==> config.mk <==
export PLATFORM = sky130hd
export DESIGN_NAME = tx_stream_arbiter_flat
export DESIGN_NICKNAME = d
export VERILOG_FILES = /design/src/rtl/tx_stream_arbiter_if.sv /design/src/rtl/tx_stream_arbiter.sv /design/src/flat_wrapper.sv
export SDC_FILE = /design/constraint.sdc
export NUM_CORES = 1
export LEC_CHECK = 0
export CORE_MARGIN = 4
export CORE_UTILIZATION = 36
export CTS_CLUSTER_DIAMETER = 120
export DETAILED_ROUTE_END_ITERATION = 10
export PLACE_DENSITY = 0.82
export SETUP_SLACK_MARGIN = 0.1
export SYNTH_ARGS = -nofsm -noshare
export SYNTH_HDL_FRONTEND = slang
export SYNTH_SLANG_ARGS = --single-unit
==> constraint.sdc <==
create_clock -name clk -period 1.6 [get_ports clk]
set_input_delay 0.4 -clock clk [delete_from_list [all_inputs] [get_ports clk]]
set_output_delay 0.4 -clock clk [all_outputs]
set_load 0.1 [all_outputs]
==> src/rtl/tx_stream_arbiter_if.sv <==
// ---------------------------------------------------------------------------
// tx_stream_arbiter_if
// Bundles the stb/ack word-stream signals around tx_stream_arbiter.
//
// Handshake: a word moves on either side when its stb and ack are both high
// at the same rising edge of clk. A producer raises stb with its data and
// holds both steady until it sees ack. The arbiter raises output_stream_stb
// with data and tag and holds all three steady until output_stream_ack.
//
// Signals
//   input_streams       CHANNELS*WIDTH  channel c data at [c*WIDTH +: WIDTH]
//   input_streams_stb   CHANNELS        per-channel valid
//   input_streams_ack   CHANNELS        per-channel accept (one-hot or zero)
//   output_stream       WIDTH           forwarded word
//   output_stream_chan  CHAN_BITS       source channel of output_stream
//   output_stream_stb   1               output valid
//   output_stream_ack   1               consumer accept
//   output_count        32              words delivered since reset
// Modports
//   master  arbiter side (drives acks and the output stream)
//   slave   producer/consumer side
// ---------------------------------------------------------------------------
interface tx_stream_arbiter_if #(
   parameter int CHANNELS  = 4,
   parameter int WIDTH     = 32,
   parameter int CHAN_BITS = 2
);
   logic [CHANNELS*WIDTH-1:0] input_streams;
   logic [CHANNELS-1:0]       input_streams_stb;
   logic [CHANNELS-1:0]       input_streams_ack;
   logic [WIDTH-1:0]          output_stream;
   logic [CHAN_BITS-1:0]      output_stream_chan;
   logic                      output_stream_stb;
   logic                      output_stream_ack;
   logic [31:0]               output_count;

   modport master (
      input  input_streams, input_streams_stb, output_stream_ack,
      output input_streams_ack, output_stream, output_stream_chan,
      output output_stream_stb, output_count
   );

   modport slave (
      output input_streams, input_streams_stb, output_stream_ack,
      input  input_streams_ack, output_stream, output_stream_chan,
      input  output_stream_stb, output_count
   );
endinterface

==> src/rtl/tx_stream_arbiter.sv <==
// ---------------------------------------------------------------------------
// tx_stream_arbiter
// Round-robin merger of CHANNELS stb/ack word streams into one output
// stream. One word is moved at a time through IDLE -> ACCEPT -> SEND, tagged
// with its source channel, and every delivered word bumps output_count.
//
// Ports
//   clk        system clock
//   rst        synchronous reset, active-high
//   bus        tx_stream_arbiter_if.master (all stream signals)
//   dbg_state  current FSM state (0 IDLE, 1 ACCEPT, 2 SEND)
//
// Optional feature
//   TX_STREAM_ARB_BURST_EN: when defined, the channel that delivered the last
//   word may be regranted up to BURST consecutive words while it keeps
//   requesting. When undefined the grant rotates after every word.
// ---------------------------------------------------------------------------
module tx_stream_arbiter #(
   parameter int CHANNELS  = 4,
   parameter int WIDTH     = 32,
   parameter int CHAN_BITS = 2,
   parameter int BURST     = 4
) (
   input  logic                    clk,
   input  logic                    rst,
   tx_stream_arbiter_if.master     bus,
   output logic [1:0]              dbg_state
);

   if (BURST < 1 || (2 ** CHAN_BITS) < CHANNELS) begin : g_bad_params
      $error("tx_stream_arbiter: invalid BURST or CHAN_BITS");
   end

   typedef enum logic [1:0] {
      IDLE   = 2'd0,
      ACCEPT = 2'd1,
      SEND   = 2'd2
   } state_t;

   state_t               state_q, state_d;
   logic [CHAN_BITS-1:0] grant_q, grant_d;
   logic [CHAN_BITS-1:0] last_grant_q, last_grant_d;
   logic [CHANNELS-1:0]  ack_q, ack_d;
   logic [WIDTH-1:0]     data_q, data_d;
   logic [CHAN_BITS-1:0] chan_q, chan_d;
   logic                 ostb_q, ostb_d;
   logic [31:0]          count_q, count_d;

`ifdef TX_STREAM_ARB_BURST_EN
   localparam int BCW = $clog2(BURST + 1);
   logic [BCW-1:0] burst_cnt_q, burst_cnt_d;
   // Low until the first grant after reset, so the reset value of
   // last_grant is never treated as a channel that is mid-burst.
   logic           burst_vld_q, burst_vld_d;
`endif

   // First requester after last_grant, searching upward with wrap.
   logic [CHAN_BITS-1:0] rr_sel;
   logic                 rr_found;

   always_comb begin
      rr_sel   = '0;
      rr_found = 1'b0;
      for (int i = 1; i <= CHANNELS; i++) begin
         if (!rr_found && bus.input_streams_stb[(int'(last_grant_q) + i) % CHANNELS]) begin
            rr_found = 1'b1;
            rr_sel   = CHAN_BITS'((int'(last_grant_q) + i) % CHANNELS);
         end
      end
   end

   always_comb begin
      state_d      = state_q;
      grant_d      = grant_q;
      last_grant_d = last_grant_q;
      ack_d        = '0;
      data_d       = data_q;
      chan_d       = chan_q;
      ostb_d       = ostb_q;
      count_d      = count_q;
`ifdef TX_STREAM_ARB_BURST_EN
      burst_cnt_d  = burst_cnt_q;
      burst_vld_d  = burst_vld_q;
`endif
      unique case (state_q)
         IDLE: begin
            if (rr_found) begin
`ifdef TX_STREAM_ARB_BURST_EN
               if (burst_vld_q && bus.input_streams_stb[last_grant_q] &&
                   int'(burst_cnt_q) < BURST - 1) begin
                  grant_d     = last_grant_q;
                  burst_cnt_d = burst_cnt_q + BCW'(1);
               end else begin
                  grant_d     = rr_sel;
                  burst_cnt_d = '0;
               end
               burst_vld_d = 1'b1;
`else
               grant_d = rr_sel;
`endif
               ack_d[grant_d] = 1'b1;
               state_d        = ACCEPT;
            end
         end
         ACCEPT: begin
            // ack_q[grant_q] is high this cycle, so the word transfers at the
            // closing edge; capture it here.
            data_d  = bus.input_streams[int'(grant_q) * WIDTH +: WIDTH];
            chan_d  = grant_q;
            ostb_d  = 1'b1;
            state_d = SEND;
         end
         SEND: begin
            if (bus.output_stream_ack) begin
               ostb_d       = 1'b0;
               count_d      = count_q + 32'd1;
               last_grant_d = grant_q;
               state_d      = IDLE;
            end
         end
         default: state_d = IDLE;
      endcase
   end

   always_ff @(posedge clk) begin
      if (rst) begin
         state_q      <= IDLE;
         grant_q      <= '0;
         last_grant_q <= CHAN_BITS'(CHANNELS - 1);
         ack_q        <= '0;
         data_q       <= '0;
         chan_q       <= '0;
         ostb_q       <= 1'b0;
         count_q      <= '0;
`ifdef TX_STREAM_ARB_BURST_EN
         burst_cnt_q  <= '0;
         burst_vld_q  <= 1'b0;
`endif
      end else begin
         state_q      <= state_d;
         grant_q      <= grant_d;
         last_grant_q <= last_grant_d;
         ack_q        <= ack_d;
         data_q       <= data_d;
         chan_q       <= chan_d;
         ostb_q       <= ostb_d;
         count_q      <= count_d;
`ifdef TX_STREAM_ARB_BURST_EN
         burst_cnt_q  <= burst_cnt_d;
         burst_vld_q  <= burst_vld_d;
`endif
      end
   end

   assign bus.input_streams_ack  = ack_q;
   assign bus.output_stream      = data_q;
   assign bus.output_stream_chan = chan_q;
   assign bus.output_stream_stb  = ostb_q;
   assign bus.output_count       = count_q;
   assign dbg_state              = state_q;

endmodule

==> src/flat_wrapper.sv <==
// flat-port wrapper written by rule: the top's interface ports become plain ports
module tx_stream_arbiter_flat 
#(
   parameter int CHANNELS  = 4,
   parameter int WIDTH     = 32,
   parameter int CHAN_BITS = 2,
   parameter int BURST     = 4
)
  (clk, rst, dbg_state, bus_input_streams, bus_input_streams_stb, bus_output_stream_ack, bus_input_streams_ack, bus_output_stream, bus_output_stream_chan, bus_output_stream_stb, bus_output_count);
  tx_stream_arbiter_if #(.CHANNELS(CHANNELS), .WIDTH(WIDTH), .CHAN_BITS(CHAN_BITS)) bus_i ();
  input  logic clk;
  input  logic rst;
  output logic [1:0] dbg_state;
  input wire logic [$bits(bus_i.input_streams)-1:0] bus_input_streams;
  input wire logic [$bits(bus_i.input_streams_stb)-1:0] bus_input_streams_stb;
  input wire logic [$bits(bus_i.output_stream_ack)-1:0] bus_output_stream_ack;
  output wire logic [$bits(bus_i.input_streams_ack)-1:0] bus_input_streams_ack;
  output wire logic [$bits(bus_i.output_stream)-1:0] bus_output_stream;
  output wire logic [$bits(bus_i.output_stream_chan)-1:0] bus_output_stream_chan;
  output wire logic [$bits(bus_i.output_stream_stb)-1:0] bus_output_stream_stb;
  output wire logic [$bits(bus_i.output_count)-1:0] bus_output_count;
  assign bus_i.input_streams = bus_input_streams;
  assign bus_i.input_streams_stb = bus_input_streams_stb;
  assign bus_i.output_stream_ack = bus_output_stream_ack;
  assign bus_input_streams_ack = bus_i.input_streams_ack;
  assign bus_output_stream = bus_i.output_stream;
  assign bus_output_stream_chan = bus_i.output_stream_chan;
  assign bus_output_stream_stb = bus_i.output_stream_stb;
  assign bus_output_count = bus_i.output_count;
  tx_stream_arbiter #(.CHANNELS(CHANNELS), .WIDTH(WIDTH), .CHAN_BITS(CHAN_BITS), .BURST(BURST)) u_core (.clk(clk), .rst(rst), .bus(bus_i), .dbg_state(dbg_state));
endmodule
==> results of run 1 <==
==> sequential cells by signal, indices dropped and copies added, names as in the netlist <==
register and cells:
u_core.last_grant_q 2, u_core.bus.output_stream 32, u_core.bus.output_stream_chan 2, u_core.bus.output_stream_stb 1
u_core.grant_q 2, u_core.bus.output_count 32, u_core.bus.input_streams_ack 4, u_core.dbg_state 2
==> area by class of cell <==
| type | count | area [um2] |
|---|---|---|
| repair buffers | 273 | 3380 |
| fillers | 700 | 2910 |
| multi-input cells | 308 | 2500 |
| flip-flops and latches | 77 | 1660 |
| well taps | 140 | 175 |
| clock buffers | 10 | 128 |
| clock inverters | 6 | 63.8 |
| inverters | 7 | 26.3 |
==> critical path: stages (launching register included) <==
cell	delay, ns
dfxtp_4	0.34
and4b_1	0.27
buf_6	0.17
nand2_8	0.09
buf_6	0.13
or4_1	0.40
a21oi_1	0.16
==> power by group <==
group          leakage, uW  internal [uW]  switching [uW]
combinational      0.00220            991            1100
clock            0.0000923            719             720
sequential        0.000651           1970             106
total              0.00294           3680            1930
==> logic make-up after synthesis <==
kind of cell               after synthesis  synth area share (%)
AOI/OAI and AO/OA                       78                  11.3
xor gates and xnor gates                11                  2.42
and+or+nand+nor                        177                  23.1
adders and majority gates                1                 0.314
muxes                                   39                  20.0
buffers and inverters                   37                  4.24
DFF                                     77                  38.7
==> metal layers <==
| layer | vias to the layer above | global-route usage [%] | share of wire (%) | wire length, um |
|---|---|---|---|---|
| li1 | 2055 | - | - | - |
| met1 | 2136 | 22.4 | 33 | 5020 |
| met2 | 204 | 42.7 | 56 | 8460 |
| met3 | 40 | 4.01 | 6.0 | 894 |
| met4 | 0 | 11.5 | 4.2 | 633 |
| met5 | - | 0 | 0 | 0 |
==> metrics by stage <==
step | std cells | util (%)
2_1_floorplan | 420 | -
3_3_place_gp | 787 | 68.2
3_5_place_dp | 787 | 68.2
4_1_cts | 810 | 71.2
5_1_grt | 821 | 73.1
6_report | 821 | 73.1
==> timing repair <==
item,4_1_cts,5_1_grt
buffers inserted,6,9
gates resized for setup,21,25
pin swaps,14,12
setup endpoints to repair,28,31
cloned,1,2
==> layout by cell type (no fill, tap or decap), types with 8 or more instances in the layout <==
cell type | synthesis | final
buf_4 | 0 | 55
xor2_1 | 9 | 9
nand2_1 | 78 | 76
o31ai_1 | 14 | 11
clkdlybuf4s50_1 | 0 | 129
nand4_1 | 8 | 8
nor2_1 | 28 | 27
dfxtp_1 | 77 | 44
nand3_1 | 9 | 8
mux4_2 | 32 | 32
clkbuf_8 | 0 | 9
dfxtp_4 | 0 | 29
or4_1 | 15 | 8
a21oi_1 | 53 | 49
buf_12 | 0 | 77
==> worst paths after layout <==
| check | cells after the start | slack, ns | endpoint |
|---|---|---|---|
| hold / removal | 2 | 0.49 | u_core.bus.output_stream[27] |
| setup / recovery | 6 | -0.03 | u_core.bus.output_count[20] |
| setup reg to reg | 6 | -0.03 | u_core.bus.output_count[20] |
| hold reg to reg | 2 | 0.49 | u_core.bus.output_stream[27] |
==> flow_summary.ini, run 1 <==
[status]
status = complete, but fails checks
violations = negative setup slack

[hold_path]
min-delay-start = u_core.bus.output_stream[27]
min_path_type = register to register

[die]
core_um2 = 10800
die_w_um = 113
die_h_um = 113
die_area_um2 = 12800
start_util_pct = 36.7
ioPinCount = 208
rows = 38

[sta]
fin_crit_sh_pct = 102
fin_crit_ns = 1.63
hold_viol = 0
max_freq_mhz = 613
tightest_slew_ns = 0.620
worst_slack_ns = -0.0310
setup_tns_ns = -0.157
rsz0062_at_grt = true
timing.hold.ws_ns = 0.493
setup_viol = 9
maxSlewViolCount = 0
relSlewSlack_pct = 58.7
clock_skew_ns = 0.00988

[cts]
numCtsBuffers = 9
ctsHoldBuffers = 0
root_buffer = clkbuf_8
clk_pin_slew_ns = 0.08
clockBufferDepth = 2
cts_sinks = 77
cts.htree.levels = 3
cts_tree = yes
clk_latency_ns = 0.34

[place]
portBuffers = 207
gp_congestion = 0.821
dp_hpwl_um = 11200
placed_area_um2 = 7400
post-place-ws_ns = -0.564

[pwr]
p_leak_uw = 0.00294
peakVddDrop_mv = 0.409
power_uw = 5610
power_density_nw_per_um2 = 708

[synth]
seq_area_frac_synth_pct = 38.7
synth-edff-count = 0
synth-main-ff-cell = dfxtp_1
syn_nets = 556
yosys_warnings = 0
synth.most_common_cell = nand2_1
syn_area_per_cell_um2 = 9.48
async_flop_share_pct = 0
yosys-top-cells-count = nand2_1 (78), dfxtp_1 (77), a21oi_1 (53), mux4_2 (32), nor2_1 (28)
yosysUniqueCellTypes = 44
syn_inst = 420
synth_top_cell_area_share_pct = 38.7
synth_area_leaders = dfxtp_1 (39%), mux4_2 (18%), nand2_1 (7.4%), a21oi_1 (6.7%), or4_1 (2.8%)
synth_top_area_cell = dfxtp_1
syn_area_um2 = 3980
ys_ff_latch = 77

[drt]
vias = 4435
route.detailed.drc = 0
post_drt_via_cell_ratio = 5.40
wl_per_cell_um = 18.3
drtIter0Drc = 305
drt-total-wl_um = 15000
final_antenna_net_count = 0
drtPass1Iterations = 4

[worst_setup_path]
cp_data_required_time_ns = 1.86
crit_type = register to register
worstPathArrival_ns = 1.89
crit_start = u_core.dbg_state[0]
worstSetupStartpointType = register
crit_path_max_fanout = 6
r2r-start = u_core.dbg_state[0]
endpoint_kind = register

[global_routing]
grt_pass1_vias = 4771
grt_use_total_pct = 22.1
antenna_found_initial = 0
overflow = 0
grt_max_degree = 36
grt_pass1_wl_um = 22700

[run]
maxCapViolations = 0

[layout]
areaGrowthSynthToFinish_pct = 99.1
nets = 812
diodes = 0
drive_gt1_share_pct = 39.1
post-route-cell-area_um2 = 7930
Note: power is estimated with default switching activity, not from simulation.
==> run 2, diff against run 1 <==
- ABC_CLOCK_PERIOD_IN_PS: not set -> 1600
- PLACE_DENSITY: 0.82 -> not set
- PLACE_DENSITY_LB_ADDON: not set -> 0.3
==> run 2 against run 1 <==
  * The run still ends with negative setup slack left
  * Die area stayed put
  * Critical path depth is 1 lower
  * Power is 1.3% lower
  * Cell area hardly changed
  * Count of clock-buffer cells in the layout is 3 higher
  * Routed wire length is 7.0% lower
  * Worst setup slack worse by 0.031 ns
  * Flip-flop and latch count stayed put
  * Register-to-register slack worse by 0.03 ns
  * Critical path type unchanged
  * Critical endpoint is now u_core.bus.output_count[22]
  * Highest routed layer unchanged
==> flow_summary.ini, run 2 (synthesis gave the netlist of run 1 again) <==
[pwr]
power_density_nw_per_um2 = 698
p_leak_uw = 0.00297
peakVddDrop_mv = 0.382
power_uw = 5540

[sta]
tightest_slew_ns = 0.472
worst_slack_ns = -0.0623
fin_crit_sh_pct = 104
hold_viol = 0
fin_crit_ns = 1.66
rsz0062_at_grt = true
maxSlewViolCount = 0
max_freq_mhz = 602
clock_skew_ns = 0.00763
setup_viol = 6
relSlewSlack_pct = 68.5
timing.hold.ws_ns = 0.492
setup_tns_ns = -0.136

[drt]
post_drt_via_cell_ratio = 5.32
drt-total-wl_um = 14000
drtIter0Drc = 167
final_antenna_net_count = 0
vias = 4342
route.detailed.drc = 0
wl_per_cell_um = 17.1
drtPass1Iterations = 4

[hold_path]
min_path_type = register to register

[place]
portBuffers = 207
placed_area_um2 = 7450
dp_hpwl_um = 10800
gp_congestion = 0.854

[layout]
nets = 807
final_cell_mix = clkdlybuf4s50_1 (128), buf_12 (80), nand2_1 (77), a21oi_1 (49), buf_4 (46)
drive_gt1_share_pct = 37.9
layout_commonest_cell = clkdlybuf4s50_1
post-route-cell-area_um2 = 7930
diodes = 0
areaGrowthSynthToFinish_pct = 99.3
fill_cells = 729

[worst_setup_path]
crit_start = u_core.bus.output_count[6]
crit_type = register to register
endpoint_kind = register
worst-path-buf-inv = 1
ff2ff_path_depth = 5
critPathSlowestCell = or4_1
cp_data_required_time_ns = 1.87
crit_path_max_fanout = 10
worstPathArrival_ns = 1.93
r2r-start = u_core.bus.output_count[6]
worstSetupStartpointType = register
critPathTopFamily = simple AND/OR/NAND/NOR gates
max_stage_delay_ns = 0.40
endpoint = u_core.bus.output_count[22]
path_depth = 5
path_cells = and4_4, nand3_4, bufbuf_16, or4_1, a21oi_1
worstReg2RegEnd = u_core.bus.output_count[22]
rrSetupSlack_ns = -0.06

[status]
status = complete, but fails checks
violations = negative setup slack

[global_routing]
antenna_found_initial = 0
grt_use_total_pct = 21.5
overflow = 0
grt_max_degree = 42
grt_pass1_wl_um = 22100
grt_pass1_vias = 4615

[cts]
numCtsBuffers = 9
cts.htree.levels = 3
clk_latency_ns = 0.34
clockBufferDepth = 2
cts_sinks = 77
clk_pin_slew_ns = 0.08
ctsHoldBuffers = 0
root_buffer = clkbuf_8
cts_tree = yes

[die]
die_w_um = 113
die_area_um2 = 12800
rows = 38
die_h_um = 113
core_um2 = 10800
ioPinCount = 208
start_util_pct = 36.7

[run]
maxCapViolations = 0
-- run 2: cell types whose count changed in the layout (fill, tap and decap cells not counted), sizes merged --
cell	before	now
buf	139	136
clkbuf	11	13
clkinvlp	2	0
bufbuf	0	1
bufinv	1	0
clkdlybuf4s50	129	128
clkinv	3	2
dlygate4sd2	4	5
inv	7	8
nand2	80	79
nand3	12	11
-- run 2: routing by layer --
metal	vias up	track usage, %	routed length, um
met5	-	0	0
met4	0	6.09	194
met3	22	4.22	826
met2	179	43.1	7970
met1	2093	22.3	4970
li1	2048	-	-
-- run 2: tightest hold or removal path, cell delays in order (launching register included) --
cell and delay, ns:
dfxtp_1 0.34, nand2_1 0.06, a21oi_1 0.05
-- run 2: layout make-up --
class,count,area (um2),share of cell area [%]
Timing Repair Buffer,270,3430,43.2
Multi-Input combinational cell,306,2460,31.0
Sequential cell,77,1660,20.9
Tap cell,140,175,2.21
Clock buffer,13,170,2.14
Inverter,7,26.3,0.331
Clock inverter,3,16.3,0.205
-- run 2: timing repair --
item | CTS | global route
gates cloned | 2 | 0
setup buffers | 7 | 3
resized for setup | 32 | 15
setup endpoints to repair | 28 | 52
pin swaps | 21 | 9
-- run 2: worst min-delay path by stage --
stage / startpoint / endpoint / cells after the start / slack (ns)
6_report: u_core.bus.output_stream[13] / u_core.bus.output_stream[13] / 2 / 0.49
5_1_grt: u_core.bus.output_stream[8] / u_core.bus.output_stream[8] / 2 / 0.52
4_1_cts: u_core.bus.output_stream[17] / u_core.bus.output_stream[17] / 2 / 0.49
3_5_place_dp: u_core.bus.output_stream[17] / u_core.bus.output_stream[17] / 2 / 0.48
3_3_place_gp: u_core.bus.output_stream[27] / u_core.bus.output_stream[27] / 2 / 0.48
2_1_floorplan: u_core.last_grant_q[0] / u_core.last_grant_q[0] / 1 / 0.47
-- run 2: per-stage QoR --
stage	utilization [%]	std cells	setup WS, ns
2_1_floorplan	-	420	-0.231
3_3_place_gp	68.7	789	-0.532
3_5_place_dp	68.7	789	-0.538
4_1_cts	72.5	814	-0.0685
5_1_grt	73.2	816	-0.103
6_report	73.2	816	-0.0623
-- run 2: report_power, final --
part	total, uW	internal (uW)	switching, uW
Clock	1390	698	696
Sequential	2080	1970	112
Combinational	2060	987	1070
